===== config.mk =====
export PLATFORM = sky130hd
export DESIGN_NAME = data_bus_arbiter
export DESIGN_NICKNAME = d
export VERILOG_FILES = /design/src/rtl/data_bus_arbiter.sv
export SDC_FILE = /design/constraint.sdc
export NUM_CORES = 1
export LEC_CHECK = 0
export ABC_CLOCK_PERIOD_IN_PS = 2300
export CORE_MARGIN = 3
export CORE_UTILIZATION = 42
export DETAILED_ROUTE_END_ITERATION = 10
export PLACE_DENSITY = 0.8
export SLEW_MARGIN = 20
export SYNTH_ARGS = -nofsm -noshare
export SYNTH_HDL_FRONTEND = slang
export SYNTH_SLANG_ARGS = --single-unit

===== constraint.sdc =====
create_clock -name Clock -period 2.3 [get_ports Clock]
set_input_delay 0.69 -clock Clock [delete_from_list [all_inputs] [get_ports Clock]]
set_output_delay 0.69 -clock Clock [all_outputs]
set_load 0.01 [all_outputs]

===== src/rtl/data_bus_arbiter.sv =====
// data_bus_arbiter: shares one data bus between two masters, one transaction in flight, per-transaction timeout.
// Optional macro ARB_ROUND_ROBIN_EN selects round-robin tie-break; default build uses fixed priority (M0 wins ties).
module data_bus_arbiter #(
  parameter int ADDR_W         = 16,
  parameter int DATA_W         = 16,
  parameter int TIMEOUT_CYCLES = 255
) (
  input  logic              Clock,
  input  logic              Resetn,
  input  logic              M0_Read,
  input  logic              M0_Write,
  input  logic [ADDR_W-1:0] M0_Addr,
  input  logic [DATA_W-1:0] M0_WrData,
  output logic [DATA_W-1:0] M0_RdData,
  output logic              M0_Done,
  output logic              M0_Err,
  input  logic              M1_Read,
  input  logic              M1_Write,
  input  logic [ADDR_W-1:0] M1_Addr,
  input  logic [DATA_W-1:0] M1_WrData,
  output logic [DATA_W-1:0] M1_RdData,
  output logic              M1_Done,
  output logic              M1_Err,
  output logic              Bus_Read,
  output logic              Bus_Write,
  output logic [ADDR_W-1:0] Bus_Addr,
  output logic [DATA_W-1:0] Bus_WrData,
  input  logic [DATA_W-1:0] Bus_RdData,
  input  logic              Bus_Done,
  output logic [1:0]        Grant
);

  localparam int CNT_W     = (TIMEOUT_CYCLES > 0) ? $clog2(TIMEOUT_CYCLES + 1) : 1;
  localparam int TO_LAST_I = (TIMEOUT_CYCLES > 0) ? (TIMEOUT_CYCLES - 1) : 0;
  localparam logic [CNT_W-1:0] TO_LAST = CNT_W'(TO_LAST_I);
  localparam logic TO_EN = (TIMEOUT_CYCLES > 0) ? 1'b1 : 1'b0;

  typedef enum logic [2:0] {
    ST_IDLE  = 3'd0,
    ST_BUSY0 = 3'd1,
    ST_BUSY1 = 3'd2,
    ST_COMP0 = 3'd3,
    ST_COMP1 = 3'd4
  } state_t;

  state_t            r_state;
  state_t            w_state_nxt;
  logic [CNT_W-1:0]  r_cnt;
  logic [CNT_W-1:0]  w_cnt_nxt;
  logic              r_last_grant;
  logic              w_last_grant_nxt;
  logic              r_bus_read;
  logic              w_bus_read_nxt;
  logic              r_bus_write;
  logic              w_bus_write_nxt;
  logic [ADDR_W-1:0] r_bus_addr;
  logic [ADDR_W-1:0] w_bus_addr_nxt;
  logic [DATA_W-1:0] r_bus_wrdata;
  logic [DATA_W-1:0] w_bus_wrdata_nxt;
  logic [1:0]        r_grant;
  logic [1:0]        w_grant_nxt;
  logic              r_m0_done;
  logic              w_m0_done_nxt;
  logic              r_m1_done;
  logic              w_m1_done_nxt;
  logic              r_m0_err;
  logic              w_m0_err_nxt;
  logic              r_m1_err;
  logic              w_m1_err_nxt;
  logic [DATA_W-1:0] r_m0_rddata;
  logic [DATA_W-1:0] w_m0_rddata_nxt;
  logic [DATA_W-1:0] r_m1_rddata;
  logic [DATA_W-1:0] w_m1_rddata_nxt;

  logic              w_req0;
  logic              w_req1;
  logic              w_pick1;
  logic              w_sel_read;
  logic              w_sel_write;
  logic [ADDR_W-1:0] w_sel_addr;
  logic [DATA_W-1:0] w_sel_wrdata;
  logic              w_timeout;
  logic [CNT_W-1:0]  w_cnt_inc;

  assign w_req0 = M0_Read | M0_Write;
  assign w_req1 = M1_Read | M1_Write;

  // Arbitration winner; r_last_grant = 1 means M1 was granted last
  always_comb begin
`ifdef ARB_ROUND_ROBIN_EN
    w_pick1 = w_req1 & (~w_req0 | ~r_last_grant);
`else
    w_pick1 = w_req1 & ~w_req0;
`endif
  end

  // Command of the selected master; write wins when both read and write are raised
  always_comb begin
    w_sel_read   = 1'b0;
    w_sel_write  = 1'b0;
    w_sel_addr   = M0_Addr;
    w_sel_wrdata = M0_WrData;
    if (w_pick1) begin
      w_sel_read   = M1_Read & ~M1_Write;
      w_sel_write  = M1_Write;
      w_sel_addr   = M1_Addr;
      w_sel_wrdata = M1_WrData;
    end else begin
      w_sel_read   = M0_Read & ~M0_Write;
      w_sel_write  = M0_Write;
      w_sel_addr   = M0_Addr;
      w_sel_wrdata = M0_WrData;
    end
  end

  assign w_timeout = TO_EN & (r_cnt == TO_LAST);
  assign w_cnt_inc = (r_cnt == {CNT_W{1'b1}}) ? r_cnt : (r_cnt + CNT_W'(1));

  // Next-state and next-output logic of the transaction FSM
  always_comb begin
    w_state_nxt      = r_state;
    w_cnt_nxt        = r_cnt;
    w_last_grant_nxt = r_last_grant;
    w_bus_read_nxt   = r_bus_read;
    w_bus_write_nxt  = r_bus_write;
    w_bus_addr_nxt   = r_bus_addr;
    w_bus_wrdata_nxt = r_bus_wrdata;
    w_grant_nxt      = r_grant;
    w_m0_done_nxt    = 1'b0;
    w_m1_done_nxt    = 1'b0;
    w_m0_err_nxt     = 1'b0;
    w_m1_err_nxt     = 1'b0;
    w_m0_rddata_nxt  = r_m0_rddata;
    w_m1_rddata_nxt  = r_m1_rddata;
    case (r_state)
      ST_IDLE: begin
        w_grant_nxt     = 2'b00;
        w_bus_read_nxt  = 1'b0;
        w_bus_write_nxt = 1'b0;
        if (w_req0 | w_req1) begin
          w_state_nxt      = w_pick1 ? ST_BUSY1 : ST_BUSY0;
          w_grant_nxt      = w_pick1 ? 2'b10 : 2'b01;
          w_last_grant_nxt = w_pick1;
          w_cnt_nxt        = {CNT_W{1'b0}};
          w_bus_read_nxt   = w_sel_read;
          w_bus_write_nxt  = w_sel_write;
          w_bus_addr_nxt   = w_sel_addr;
          w_bus_wrdata_nxt = w_sel_wrdata;
        end else begin
          w_state_nxt = ST_IDLE;
        end
      end
      ST_BUSY0, ST_BUSY1: begin
        if (Bus_Done | w_timeout) begin
          w_bus_read_nxt  = 1'b0;
          w_bus_write_nxt = 1'b0;
          w_grant_nxt     = 2'b00;
          if (r_state == ST_BUSY1) begin
            w_state_nxt   = ST_COMP1;
            w_m1_done_nxt = 1'b1;
            w_m1_err_nxt  = ~Bus_Done;
            if (!Bus_Done) begin
              w_m1_rddata_nxt = {DATA_W{1'b0}};
            end else if (r_bus_read) begin
              w_m1_rddata_nxt = Bus_RdData;
            end else begin
              w_m1_rddata_nxt = r_m1_rddata;
            end
          end else begin
            w_state_nxt   = ST_COMP0;
            w_m0_done_nxt = 1'b1;
            w_m0_err_nxt  = ~Bus_Done;
            if (!Bus_Done) begin
              w_m0_rddata_nxt = {DATA_W{1'b0}};
            end else if (r_bus_read) begin
              w_m0_rddata_nxt = Bus_RdData;
            end else begin
              w_m0_rddata_nxt = r_m0_rddata;
            end
          end
        end else begin
          w_cnt_nxt = w_cnt_inc;
        end
      end
      ST_COMP0, ST_COMP1: begin
        w_state_nxt     = ST_IDLE;
        w_grant_nxt     = 2'b00;
        w_bus_read_nxt  = 1'b0;
        w_bus_write_nxt = 1'b0;
      end
      default: begin
        w_state_nxt     = ST_IDLE;
        w_grant_nxt     = 2'b00;
        w_bus_read_nxt  = 1'b0;
        w_bus_write_nxt = 1'b0;
      end
    endcase
  end

  // State and registered-output update with synchronous active-low reset
  always_ff @(posedge Clock) begin
    if (!Resetn) begin
      r_state      <= ST_IDLE;
      r_cnt        <= {CNT_W{1'b0}};
      r_last_grant <= 1'b1;
      r_bus_read   <= 1'b0;
      r_bus_write  <= 1'b0;
      r_bus_addr   <= {ADDR_W{1'b0}};
      r_bus_wrdata <= {DATA_W{1'b0}};
      r_grant      <= 2'b00;
      r_m0_done    <= 1'b0;
      r_m1_done    <= 1'b0;
      r_m0_err     <= 1'b0;
      r_m1_err     <= 1'b0;
      r_m0_rddata  <= {DATA_W{1'b0}};
      r_m1_rddata  <= {DATA_W{1'b0}};
    end else begin
      r_state      <= w_state_nxt;
      r_cnt        <= w_cnt_nxt;
      r_last_grant <= w_last_grant_nxt;
      r_bus_read   <= w_bus_read_nxt;
      r_bus_write  <= w_bus_write_nxt;
      r_bus_addr   <= w_bus_addr_nxt;
      r_bus_wrdata <= w_bus_wrdata_nxt;
      r_grant      <= w_grant_nxt;
      r_m0_done    <= w_m0_done_nxt;
      r_m1_done    <= w_m1_done_nxt;
      r_m0_err     <= w_m0_err_nxt;
      r_m1_err     <= w_m1_err_nxt;
      r_m0_rddata  <= w_m0_rddata_nxt;
      r_m1_rddata  <= w_m1_rddata_nxt;
    end
  end

  assign Bus_Read   = r_bus_read;
  assign Bus_Write  = r_bus_write;
  assign Bus_Addr   = r_bus_addr;
  assign Bus_WrData = r_bus_wrdata;
  assign Grant      = r_grant;
  assign M0_Done    = r_m0_done;
  assign M1_Done    = r_m1_done;
  assign M0_Err     = r_m0_err;
  assign M1_Err     = r_m1_err;
  assign M0_RdData  = r_m0_rddata;
  assign M1_RdData  = r_m1_rddata;

endmodule

Word-level counts from Yosys, hierarchy flattened --
Cells that the tools add are included.
Storage, ports and cells: logic and storage cells 74, bits in read-only memories 0, latch bits 0, output and inout port bits 72, register bits after elaboration 83, input port bits 87, memories kept 0, memory bits (writable) 0
Operators by class: add/sub/neg operators 1, reduce and logical (&&, ||, !) cells 10, div/mod/pow operators 0, equality and inequality tests 9, $lt $le $gt $ge 0, bitwise logic cells 15, shift-type cells 0, multiplexer cells 26, multiply operators 0
Operators by type and width (count):
- 2-to-1 mux 16 bit | 4
- 2-to-1 mux 8 bit | 3
- equality test 8 bit, second input constant | 2
- case mux 8 bit (2 select lines) | 1
- AND reduction 4 bit | 4
- 2-to-1 mux 2 bit | 5
- adder 8 x 1 -> 8 bit, second input constant | 1
- != test 2 bit, second input constant | 4
- inverter 1 bit | 8
- 2-to-1 mux 1 bit | 7
- 2-to-1 mux 3 bit | 2
- case mux 3 bit (2 select lines) | 1
- OR 1 bit | 4
- case mux 1 bit (2 select lines) | 2
- case mux 2 bit (2 select lines) | 1
- OR reduction 4 bit | 1
- AND 1 bit | 3
- equality test 3 x 1 -> 1 bit, second input constant | 1
- equality test 3 x 2 -> 1 bit, second input constant | 1
- logical NOT 3 bit | 1
- AND reduction 3 bit | 1
- != test 2 x 1 -> 1 bit, second input constant | 1
- AND reduction 2 bit | 1
- nonzero test 2 bit | 1
- OR reduction 2 bit | 1

Longest topological paths before layout --
Gate-level depths: netlist (run 1).
depth after elaboration 6, gate-level depth with buffers 8, gate-level depth less buffers 6

Least setup slack after synthesis (run 1) --
No wires, ideal clock.
path type input to register, start in Bus_Done, end reg r_m1_rddata[10], in the netlist M1_RdData[10], arrival time 1.706 ns, required time 2.168 ns, path slack 0.462 ns, path buffers 2, stages on the path 6, library setup time 0.132 ns, cell sequence or2_1 -> or4_1 -> buf_2 -> buf_6 -> nand3_2 -> a21oi_1
On the way: longest elaborated chain between the ends 2, elaborated cells on any way between the ends 4, classes of those cells eq/ne (1); mux (1); bitwise (1); reduce/logical (1)
RTL lines:
- start: declaration | RTL line 29 | input logic Bus_Done,
- != test 2 x 1 -> 1 bit (no source line) or OR 1 bit (tied branches)
- AND reduction 4 bit (no source line)
- end signal: assignment | RTL line 216 | r_m1_rddata <= {DATA_W{1'b0}};
- end signal: assignment | RTL line 231 | r_m1_rddata <= w_m1_rddata_nxt;
- end: declaration | RTL line 72 | logic [DATA_W-1:0] r_m1_rddata;
Parallel ways exist; a longest one is shown, timed or not. A chain may end at the register's enable or synchronous reset.

Worst setup path after layout (run 1) --
start in M0_Read, end reg r_bus_wrdata[8], in the netlist Bus_WrData[8]
On the way: longest elaborated chain between the ends 4, elaborated cells on any way between the ends 6, classes of those cells mux (1); bitwise (4); reduce/logical (1)
RTL lines:
- start: declaration | RTL line 10 | input logic M0_Read,
- OR 1 bit * | RTL line 85 | assign w_req0 = M0_Read | M0_Write;
- inverter 1 bit | RTL line 93 | w_pick1 = w_req1 & ~w_req0;
- AND 1 bit | RTL line 93
- 2-to-1 mux 16 bit | RTL line 103 | if (w_pick1) begin
- end signal: assignment | RTL line 209 | r_bus_wrdata <= {DATA_W{1'b0}};
- end signal: assignment | RTL line 224 | r_bus_wrdata <= w_bus_wrdata_nxt;
- end: declaration | RTL line 58 | logic [DATA_W-1:0] r_bus_wrdata;
Every way passes the cells marked *; elsewhere a longest branch is shown, timed or not.

==> results.tsv, run 1 <==
stage	metric	value	unit
status	outcome	complete, no violations	
placed_design	globalplace.congestion	0.795	
clock_tree	cts.sinks	83	
setup_path	cp.arrival	2.40	ns
floorplanning	ios	159	
synthesis	synth_seq_cells	83	
placed_design	dp_slack	-0.175	ns
final_layout	layout_common_cells	158 x clkdlybuf4s50_1, 83 x dfxtp_1, 41 x nor2_1, 38 x nand2_1	
setup_path	path_cells	clkdlybuf4s50_1, nor2_1, a2111oi_4, buf_12, nor2_1, a211oi_1	
power	p_total	3.68	mW
hold_path	whs_path_depth	2	
placed_design	port_buffers	158	
setup_path	path_buf_inv	2	
power	powerDensity	658	nW/um^2
setup_path	cp-end-kind	register	
final_layout	final_cells	663	
timing	fmax	0.464	GHz
routing	drc_errors	0	
routing	wl	10.2	mm
timing	fin_ws	0.147	ns
timing	hold_slack	0.467	ns
clock_tree	htreeDepth	3	
routing	wl_per_cell	15.4	um
flow_run	max_cap_viol_count	0	
setup_path	cp.required	2.54	ns
final_layout	n_antenna_cell	0	
setup_path	slowest_delay	0.50	ns
routing	first_pass_iters	4	
final_layout	fillers	661	
timing	finalHoldViolCount	0	
clock_tree	clockRootBuffer	clkbuf_8	
setup_path	crit_cells	6	
global_route	antenna_found_initial	0	
setup_path	crit_slowest_cell	clkdlybuf4s50_1	
synthesis	synth_area_per_cell	9.19	um^2
setup_path	path_class	input pin to register	
routing	vias_per_cell	5.26	
clock_tree	cts_buffers	9	
global_route	track_usage	20.6	%
setup_path	rr_worst_depth	5	
hold_path	min-delay-path-class	register to register	
final_layout	area_growth	54.1	%
floorplanning	initial_core_util	43.7	%
timing	fin_crit	2.15	ns
clock_tree	clockBufferDepth	2	
setup_path	cp_common_cell	nor2_1	
timing	rsz0062_at_grt	false	
global_route	grt_start_max_net_pins	65	
floorplanning	die_y	98.9	um
clock_tree	worstSkewPairLatency	0.34	ns
global_route	grt_first_pass_wirelength	16.5	mm
timing	clock_skew	0.00813	ns
routing	ant_nets	0	
setup_path	cp_top_family	buffers and inverters	
power	ir_worst_vdd	0.000376	V
synthesis	synthCells	395	
clock_tree	tritoncts	yes	
synthesis	ys_warn_count	0	
synthesis	synth_cell_types	39	
synthesis	yosysSeqAreaShare	45.8	%
final_layout	final_common_cell	clkdlybuf4s50_1	
floorplanning	core.rowCount	33	
timing	slew_headroom	70.5	%
final_layout	fin_nets	642	
synthesis	syn-num-nets	484	
final_layout	drive_gt1_share	8.42	%
floorplanning	core_area	8300	um^2
setup_path	critPathMaxFanout	64	
routing	via_count	3490	
routing	drtIter0Drc	110	
clock_tree	clkTransAtPathRegs	0.08	ns
synthesis	syn_area	3630	um^2
placed_design	dp_cells	647	
placed_design	hpwl	7.54	mm
timing	fin_crit_sh	93.6	%
setup_path	worstSetupStartpointType	input pin	
timing	max_slew.worst_pin.slew	0.442	ns
clock_tree	postCtsSetupRepairBufs	0	
timing	slew_viol_final	0	
floorplanning	chipWidth	98.9	um
power	p_leak	1.98	nW
global_route	overflow	0	
clock_tree	cts.hold.buffers_added	0	
timing	fin_setup_tns	0	ns
clock_tree	ctsResizeCount	0	
floorplanning	die_area	9790	um^2
timing	setup_viol	0	
global_route	first_global_vias	3417	
[registers in the layout (all words and copies together) (netlist names)]
register and count:
M1_Err 1, M0_Err 1, M1_RdData 16, r_state 3
Grant 2, Bus_Addr 16, Bus_Read 1, M1_Done 1
Bus_WrData 16, M0_Done 1, M0_RdData 16, Bus_Write 1
r_cnt 8
[kinds of logic (layout without fill, tap and decap cells)]
kind of cell	Yosys count	in the layout	synth area share, %
simple gates	156	156	23.1
flops	83	83	45.8
compound gates	86	86	15.9
mux	34	34	9.38
xor+xnor	1	1	0.241
fa+ha+maj	2	2	0.690
buf+inv	33	196	4.86
[power by group]
part	total, mW	leakage, nW	switching, mW	internal, mW
sequential	1.62	0.679	0.0761	1.55
combinational	0.800	1.18	0.347	0.452
clock	1.26	0.117	0.506	0.753
total	3.68	1.98	0.929	2.75
[per-layer routing]
layer  global-route usage [%]  part of all wire, %
met1                     24.5                   40
met2                     34.8                   49
met3                     7.22                  9.4
met4                     6.93                  1.2
met5                        0                    0
[cells in the mapped netlist]
cell type | number | area [um^2]
o311a_1 | 1 | 10.0
nor2_1 | 41 | 154
a21o_1 | 1 | 7.51
o21ai_0 | 1 | 5.00
a21oi_1 | 34 | 170
or4_1 | 1 | 7.51
and2_1 | 1 | 6.26
and3b_1 | 1 | 8.76
nand4b_1 | 1 | 8.76
nor4_2 | 1 | 12.5
or2_2 | 1 | 6.26
nand2_1 | 38 | 143
nand3b_1 | 18 | 135
and3_1 | 5 | 31.3
inv_1 | 6 | 22.5
mux2i_1 | 34 | 340
or2_1 | 1 | 6.26
dfxtp_1 | 83 | 1660
a211oi_1 | 32 | 240
or3_1 | 4 | 25.0
nand2b_1 | 8 | 50.1
nor3b_1 | 1 | 7.51
nor2b_1 | 3 | 18.8
a2111oi_4 | 1 | 27.5
buf_2 | 12 | 60.1
nand4_2 | 1 | 12.5
nor3_1 | 6 | 30.0
clkbuf_1 | 10 | 37.5
a31oi_1 | 6 | 37.5
a22o_1 | 2 | 17.5
xor2_1 | 1 | 8.76
o211ai_1 | 5 | 37.5
nand4_1 | 1 | 6.26
buf_6 | 5 | 56.3
o21bai_1 | 2 | 15.0
o2bb2ai_1 | 1 | 8.76
nand3_2 | 11 | 110
ha_1 | 2 | 25.0
nand3_1 | 12 | 60.1
[tightest hold or removal path, cell delays in order (launching register included)]
cell     delay, ns
dfxtp_1       0.32
nand3_2       0.05
a21oi_1       0.05
[metrics by stage]
stage / instance area [um^2] / utilization [%]
2_1_floorplan: 3630 / -
3_3_place_gp: 5350 / 64.5
3_5_place_dp: 5350 / 64.5
4_1_cts: 5590 / 67.4
5_1_grt: 5590 / 67.4
6_report: 5590 / 67.4
[final timing paths]
path                                                start                    endpoint  slack, ns
worst max register to register    r_state[1]$_SDFFE_PN0P_   M1_RdData[1]$_SDFFE_PN0P_       0.47
worst min register to register  M1_RdData[9]$_SDFFE_PN0P_   M1_RdData[9]$_SDFFE_PN0P_       0.47
worst max-delay path                              M0_Read  Bus_WrData[8]$_SDFFE_PN0P_       0.15
worst min-delay path            M1_RdData[9]$_SDFFE_PN0P_   M1_RdData[9]$_SDFFE_PN0P_       0.47
[cell type report]
class                   count  area (um^2)  area share, %
inverters                   6         22.5          0.403
well taps                 105          131           2.35
clock buffers              12          145           2.60
clock inverters             4         97.6           1.74
repair buffers            174         1740           31.1
multi-input cells         279         1800           32.1
flip-flops and latches     83         1660           29.7
Note: power is estimated with default switching activity, not from simulation.
==> run 2: changes to the inputs <==
--- a/config.mk
+++ b/config.mk
@@ -8,7 +8,9 @@
 export ABC_CLOCK_PERIOD_IN_PS = 2300
 export CORE_MARGIN = 3
 export CORE_UTILIZATION = 42
+export CTS_BUF_LIST = sky130_fd_sc_hd__clkbuf_4 sky130_fd_sc_hd__clkbuf_8 sky130_fd_sc_hd__clkbuf_16
 export DETAILED_ROUTE_END_ITERATION = 10
+export GPL_TIMING_DRIVEN = 0
 export PLACE_DENSITY = 0.8
 export SLEW_MARGIN = 20
 export SYNTH_ARGS = -nofsm -noshare
==> run 2 against run 1 <==
Clock power fell by 30%. Fmax barely moved. Power down 9.6%. Worst hold slack got worse by 0.00063 ns. Flip-flop and latch count is the same. Utilization fell by 0.89 points. Routed wire length fell by 1.5%. First-iteration DRC count fell by 35%. Highest routed layer unchanged. Via count fell by 0.83%. Sequential share of layout area is 0.40 points higher. Register-to-register slack got worse by 0.12 ns.
==> results.tsv, run 2 (synthesized netlist as in run 1, its figures left out) <==
stage	metric	value	unit	change
timing	finalHoldViolCount	0		unchanged
flow_run	max_cap_viol_count	0		unchanged
routing	vias_per_cell	5.14		was 5.26
power	p_int	2.40	mW	was 2.75 mW
clock_tree	clockRootBuffer	clkbuf_8		unchanged
placed_design	port_buffers	158		unchanged
timing	fmax	0.464	GHz	about the same
routing	via_count	3461		was 3,490
setup_path	cp-end-kind	register		unchanged
timing	fin_crit	2.15	ns	about the same
hold_path	whs_endpoint	M1_RdData[6]$_SDFFE_PN0P_		was M1_RdData[9]$_SDFFE_PN0P_
clock_tree	cts_buffers	9		unchanged
final_layout	final_cells	674		was 663
clock_tree	clkTransAtPathRegs	0.08	ns	about the same
setup_path	cp.required	2.50	ns	was 2.54 ns
placed_design	dp_cells	658		was 647
routing	drc_errors	0		unchanged
hold_path	min_from	M1_RdData[6]$_SDFFE_PN0P_		was M1_RdData[9]$_SDFFE_PN0P_
routing	wl_per_cell	14.9	um	was 15.4 um
final_layout	fin_nets	653		was 642
final_layout	n_antenna_cell	0		unchanged
floorplanning	ios	159		unchanged
setup_path	reg2reg_slack	0.35	ns	was 0.47 ns
timing	slew_headroom	60.7	%	was 70.5%
setup_path	reg2reg_to	M1_RdData[3]$_SDFFE_PN0P_		was M1_RdData[1]$_SDFFE_PN0P_
floorplanning	die_area	9790	um^2	unchanged
routing	first_pass_iters	5		was 4
placed_design	globalplace.congestion	0.850		was 0.795
global_route	grt_first_pass_wirelength	16.4	mm	was 16.5 mm
clock_tree	postCtsSetupRepairBufs	0		unchanged
clock_tree	tritoncts	yes		unchanged
power	p_leak	1.97	nW	was 1.98 nW
hold_path	whs_path_depth	2		unchanged
global_route	grt_start_max_net_pins	14		was 65
global_route	first_global_vias	3540		was 3,417
timing	setup_viol	0		unchanged
power	p_sw_share	27.8	%	was 25.2%
floorplanning	core.rowCount	33		unchanged
floorplanning	initial_core_util	43.7	%	unchanged
power	comb_power_share	25.0	%	was 21.7%
final_layout	layout_common_cells	157 x clkdlybuf4s50_1, 83 x dfxtp_1, 41 x nor2_1, 38 x nand2_1		was 158 x clkdlybuf4s50_1, 83 x dfxtp_1, 41 x nor2_1, 38 x nand2_1
status	outcome	complete, no violations		unchanged
timing	clock_skew	0.00959	ns	was 0.00813 ns
routing	drtIter0Drc	71		was 110
timing	slew_viol_final	0		unchanged
setup_path	rr_worst_depth	7		was 5
floorplanning	core_area	8300	um^2	unchanged
hold_path	min-delay-path-class	register to register		unchanged
global_route	overflow	0		unchanged
global_route	antenna_found_initial	0		unchanged
final_layout	final_common_cell	clkdlybuf4s50_1		unchanged
final_layout	area_growth	52.1	%	was 54.1%
floorplanning	die_y	98.9	um	unchanged
placed_design	post_dp_cell_area	5340	um^2	was 5350 um^2
setup_path	r2r_start	r_cnt[1]$_SDFFE_PN0P_		was r_state[1]$_SDFFE_PN0P_
global_route	track_usage	20.4	%	was 20.6%
clock_tree	htreeDepth	3		unchanged
power	p_switching	924	uW	was 929 uW
timing	max_slew.worst_pin.slew	0.590	ns	was 0.442 ns
final_layout	fin_area	5520	um^2	was 5590 um^2
timing	fin_setup_tns	0	ns	unchanged
final_layout	drive_gt1_share	8.79	%	was 8.42%
power	power.share.sequential	48.4	%	was 44.1%
timing	rsz0062_at_grt	false		unchanged
setup_path	critPathMaxFanout	10		was 64
routing	wl	10.0	mm	was 10.2 mm
clock_tree	worstSkewPairLatency	0.33	ns	was 0.34 ns
timing	hold_slack	0.466	ns	was 0.467 ns
power	pwr-share-clk	26.6	%	was 34.2%
clock_tree	clockBufferDepth	2		unchanged
power	p_total	3.33	mW	was 3.68 mW
floorplanning	chipWidth	98.9	um	unchanged
placed_design	hpwl	7.93	mm	was 7.54 mm
setup_path	path_class	input pin to register		unchanged
power	ir_worst_vdd	0.000295	V	was 0.000376 V
setup_path	worstSetupStartpointType	input pin		unchanged
routing	ant_nets	0		unchanged
setup_path	cp.arrival	2.35	ns	was 2.40 ns
timing	fin_crit_sh	93.6	%	about the same
clock_tree	cts.sinks	83		unchanged
power	powerDensity	603	nW/um^2	was 658 nW/um^2
[run 2: per-layer routing]
metal	vias up	part of all wire, %	global-route usage [%]
li1	1750	-	-
met1	1580	41	23.9
met2	120	49	34.9
met3	11	8.3	6.37
met4	0	1.8	7.88
met5	-	0	0
[run 2: cell type report]
class / count / area (um^2)
clock inverters: 6 / 32.5
fillers: 695 / 2780
multi-input cells: 279 / 1800
clock buffers: 10 / 131
repair buffers: 158 / 1580
well taps: 105 / 131
inverters: 6 / 22.5
flip-flops and latches: 83 / 1660
plain buffers: 27 / 156
[run 2: through the flow]
step | util [%] | setup slack (ns)
6_report | 66.5 | 0.147
3_3_place_gp | 64.4 | -0.357
4_1_cts | 66.4 | 0.0430
3_5_place_dp | 64.4 | -0.375
2_1_floorplan | - | 0.462
5_1_grt | 66.5 | 0.0104
[run 2: what timing repair did]
item / CTS / global route
setup endpoints to repair: 10 / 21
pin swaps: 0 / 1
hold buffers: 0 / 0
gates resized for setup: 1 / 4
endpoints found under the hold margin: 0 / 0
[run 2: how the worst max path moves through the flow]
stage / startpoint / endpoint / slack (ns) / cells after the start
after detailed placement: Bus_Done / M0_RdData[8]$_SDFFE_PN0P_ / -0.37 / 6
after global placement: Bus_Done / M0_RdData[15]$_SDFFE_PN0P_ / -0.36 / 6
final: M1_Write / Bus_WrData[5]$_SDFFE_PN0P_ / 0.15 / 7
after floorplan: Bus_Done / M1_RdData[10]$_SDFFE_PN0P_ / 0.46 / 6
after global routing: M1_Read / Bus_Addr[11]$_SDFFE_PN0P_ / 0.01 / 7
after CTS: Bus_Done / M1_RdData[10]$_SDFFE_PN0P_ / 0.04 / 6
[run 2: worst max-delay path: stages]
cell	delay (ns)
clkdlybuf4s50_1	0.49
nor2_1	0.09
nor3_1	0.13
buf_2	0.26
buf_2	0.34
mux2i_1	0.26
a211oi_1	0.09
[run 2: power groups by stage]
stage	registers (mW)	logic (mW)	clock network [mW]
final	1.61	0.832	0.884
after CTS	1.61	0.841	0.907
after global placement	1.64	0.825	0
after global routing	1.62	0.909	0.967
after detailed placement	1.64	0.837	0
after floorplan	1.68	0.343	0
==> run 3: changes to the inputs <==
--- a/config.mk
+++ b/config.mk
@@ -6,12 +6,12 @@
 export NUM_CORES = 1
 export LEC_CHECK = 0
 export ABC_CLOCK_PERIOD_IN_PS = 2300
-export CORE_MARGIN = 3
 export CORE_UTILIZATION = 42
 export CTS_BUF_LIST = sky130_fd_sc_hd__clkbuf_4 sky130_fd_sc_hd__clkbuf_8 sky130_fd_sc_hd__clkbuf_16
 export DETAILED_ROUTE_END_ITERATION = 10
 export GPL_TIMING_DRIVEN = 0
 export PLACE_DENSITY = 0.8
+export REMOVE_ABC_BUFFERS = 1
 export SLEW_MARGIN = 20
 export SYNTH_ARGS = -nofsm -noshare
 export SYNTH_HDL_FRONTEND = slang
==> run 3 against run 2 <==
Sequential power about the same. Routed wire length rose by 2.4%. Non-clock buffer count shrank 12.
==> results.tsv, run 3 (synthesized netlist as in run 1, its figures left out) <==
stage	metric	value	unit	change
setup_path	setup.worst_path.start	M1_Read		was M1_Write
power	ir_worst_vdd	0.000374	V	was 0.000295 V
clock_tree	cts.sinks	83		unchanged
timing	clock_skew	0.0125	ns	was 0.00959 ns
routing	wl	10.3	mm	was 10.0 mm
timing	max_slew.worst_pin.slew	0.741	ns	was 0.590 ns
final_layout	final_common_cell	clkdlybuf4s50_1		unchanged
setup_path	cp_top_family	buffers and inverters		unchanged
clock_tree	clockRootBuffer	clkbuf_8		unchanged
clock_tree	worstSkewPairLatency	0.35	ns	was 0.33 ns
placed_design	globalplace.congestion	0.797		was 0.850
clock_tree	htreeDepth	3		unchanged
floorplanning	chipWidth	94.9	um	was 98.9 um
hold_path	min-delay-path-class	register to register		unchanged
status	outcome	complete, no violations		unchanged
setup_path	path_buf_inv	2		was 3
timing	fin_crit	2.18	ns	was 2.15 ns
setup_path	cp.required	2.52	ns	was 2.50 ns
clock_tree	clockBufferDepth	2		unchanged
final_layout	area_growth	54.0	%	was 52.1%
placed_design	port_buffers	158		unchanged
final_layout	fin_nets	641		was 653
power	p_switching	948	uW	was 924 uW
global_route	track_usage	23.5	%	was 20.4%
setup_path	crit_slowest_cell	clkdlybuf4s50_1		unchanged
timing	fmax	0.459	GHz	was 0.464 GHz
global_route	grt_first_pass_wirelength	16.4	mm	unchanged
floorplanning	initial_core_util	43.7	%	unchanged
routing	vias_per_cell	5.31		was 5.14
final_layout	fin_util	67.3	%	was 66.5%
routing	wl_per_cell	15.5	um	was 14.9 um
routing	first_pass_iters	4		was 5
power	p_leak	1.99	nW	was 1.97 nW
clock_tree	tritoncts	yes		unchanged
global_route	first_global_vias	3484		was 3,540
global_route	overflow	0		unchanged
floorplanning	die_y	94.9	um	was 98.9 um
setup_path	reg2reg_slack	0.44	ns	was 0.35 ns
placed_design	post_dp_cell_area	5310	um^2	was 5340 um^2
global_route	antenna_found_initial	0		unchanged
setup_path	endpoint	r_cnt[4]$_SDFFE_PN0P_		was Bus_WrData[5]$_SDFFE_PN0P_
timing	fin_crit_sh	94.7	%	was 93.6%
hold_path	min_from	M1_RdData[9]$_SDFFE_PN0P_		was M1_RdData[6]$_SDFFE_PN0P_
timing	rsz0062_at_grt	false		unchanged
clock_tree	cts_buffers	9		unchanged
setup_path	r2r_start	r_cnt[0]$_SDFFE_PN0P_		was r_cnt[1]$_SDFFE_PN0P_
power	comb_power_share	23.5	%	was 25.0%
final_layout	layout_common_cells	156 x clkdlybuf4s50_1, 83 x dfxtp_1, 39 x nor2_1, 38 x nand2_1		was 157 x clkdlybuf4s50_1, 83 x dfxtp_1, 41 x nor2_1, 38 x nand2_1
power	powerDensity	630	nW/um^2	was 603 nW/um^2
final_layout	fin_area	5590	um^2	was 5520 um^2
clock_tree	clkTransAtPathRegs	0.08	ns	about the same
power	p_total	3.52	mW	was 3.33 mW
setup_path	slowest_delay	0.49	ns	about the same
timing	finalHoldViolCount	0		unchanged
timing	setup_viol	0		unchanged
routing	drc_errors	0		unchanged
placed_design	hpwl	7.47	mm	was 7.93 mm
setup_path	path_cells	clkdlybuf4s50_1, nor2_1, a2111oi_4, buf_6, nand3b_1, a31oi_1		was clkdlybuf4s50_1, nor2_1, nor3_1, buf_2, buf_2, mux2i_1, a211oi_1
final_layout	n_antenna_cell	0		unchanged
setup_path	worstSetupStartpointType	input pin		unchanged
final_layout	drive_gt1_share	9.16	%	was 8.79%
power	p_int	2.57	mW	was 2.40 mW
power	p_sw_share	26.9	%	was 27.8%
setup_path	cp-end-kind	register		unchanged
setup_path	path_class	input pin to register		unchanged
setup_path	crit_cells	6		was 7
routing	ant_nets	0		unchanged
setup_path	cp.arrival	2.40	ns	was 2.35 ns
routing	via_count	3514		was 3,461
floorplanning	die_area	9010	um^2	was 9790 um^2
routing	drtIter0Drc	132		was 71
setup_path	reg2reg_to	M1_RdData[0]$_SDFFE_PN0P_		was M1_RdData[3]$_SDFFE_PN0P_
global_route	grt_start_max_net_pins	35		was 14
timing	slew_viol_final	0		unchanged
power	pwr-share-clk	30.4	%	was 26.6%
floorplanning	ios	159		unchanged
floorplanning	core.rowCount	33		unchanged
flow_run	max_cap_viol_count	0		unchanged
timing	slew_headroom	50.5	%	was 60.7%
clock_tree	cts.hold.buffers_added	0		unchanged
setup_path	rr_worst_depth	6		was 7
power	power.share.sequential	46.1	%	was 48.4%
setup_path	critPathMaxFanout	12		was 10
floorplanning	core_area	8300	um^2	unchanged
-- run 3: cell types whose count changed in the layout (fill, tap and decap cells not counted), moves of 2 or more --
cell	previous run	this run
buf_2	12	0
buf_4	0	8
clkbuf_1	8	0
clkbuf_2	2	0
clkinv_2	5	1
nor2_1	41	39
nor2_2	0	2
-- run 3: layout make-up --
type	count	area, um^2
tap	105	131
clock inverter	4	50.0
timing repair buffer	173	1750
inverter	6	22.5
sequential	83	1660
clock buffer	12	153
fill	666	2710
multi-input combinational	279	1820
-- run 3: per-stage QoR --
stage / std cells / TNS [ns] / hold slack (ns) / setup WS, ns
2_1_floorplan: 368 / -86.56 / 0.482 / -2.38
3_3_place_gp: 631 / -175.31 / 0.452 / -4.12
3_5_place_dp: 641 / -29.38 / 0.458 / -0.510
4_1_cts: 659 / -1.10 / 0.467 / -0.0865
5_1_grt: 662 / 0 / 0.493 / 0.00721
6_report: 662 / 0 / 0.465 / 0.123
-- run 3: metal layers --
metal / wire [um] / share of wire (%) / global-route usage (%)
met1: 3930 / 38 / 25.3
met2: 5110 / 50 / 40.5
met3: 1040 / 10 / 10.5
met4: 208 / 2.0 / 8.59
met5: 0 / 0 / 0
-- run 3: worst min-delay path by stage --
stage               cells past startpoint                    endpoint  slack, ns
CTS                                     2   M1_RdData[9]$_SDFFE_PN0P_       0.47
detailed placement                      2  M1_RdData[10]$_SDFFE_PN0P_       0.46
floorplan                               1       r_cnt[4]$_SDFFE_PN0P_       0.48
finish                                  2   M1_RdData[9]$_SDFFE_PN0P_       0.46
global route                            2  M1_RdData[11]$_SDFFE_PN0P_       0.49
global placement                        2   M1_RdData[2]$_SDFFE_PN0P_       0.45
-- run 3: power by group through the flow --
stage	sequential, mW	clock (mW)	combinational, mW
after floorplan	1.69	0	0.300
after global routing	1.64	1.15	0.900
after global placement	1.65	0	0.773
after CTS	1.62	1.09	0.825
final	1.62	1.07	0.828
after detailed placement	1.65	0	0.810
-- run 3: worst register-to-register path, delay by kind of cell, from the launching register on --
family	cells	cell delay, ns
AND/OR/NAND/NOR	3	1.02
AO/OA/AOI/OAI	1	0.10
flip-flops	1	0.35
buffers and inverters	1	0.09
adder cells (fa/ha/maj)	1	0.19
-- run 3: what timing repair did --
item,4_1_cts,5_1_grt
buffers inserted,2,3
pin swaps,1,3
setup endpoints to repair,58,34
gates resized for setup,2,3
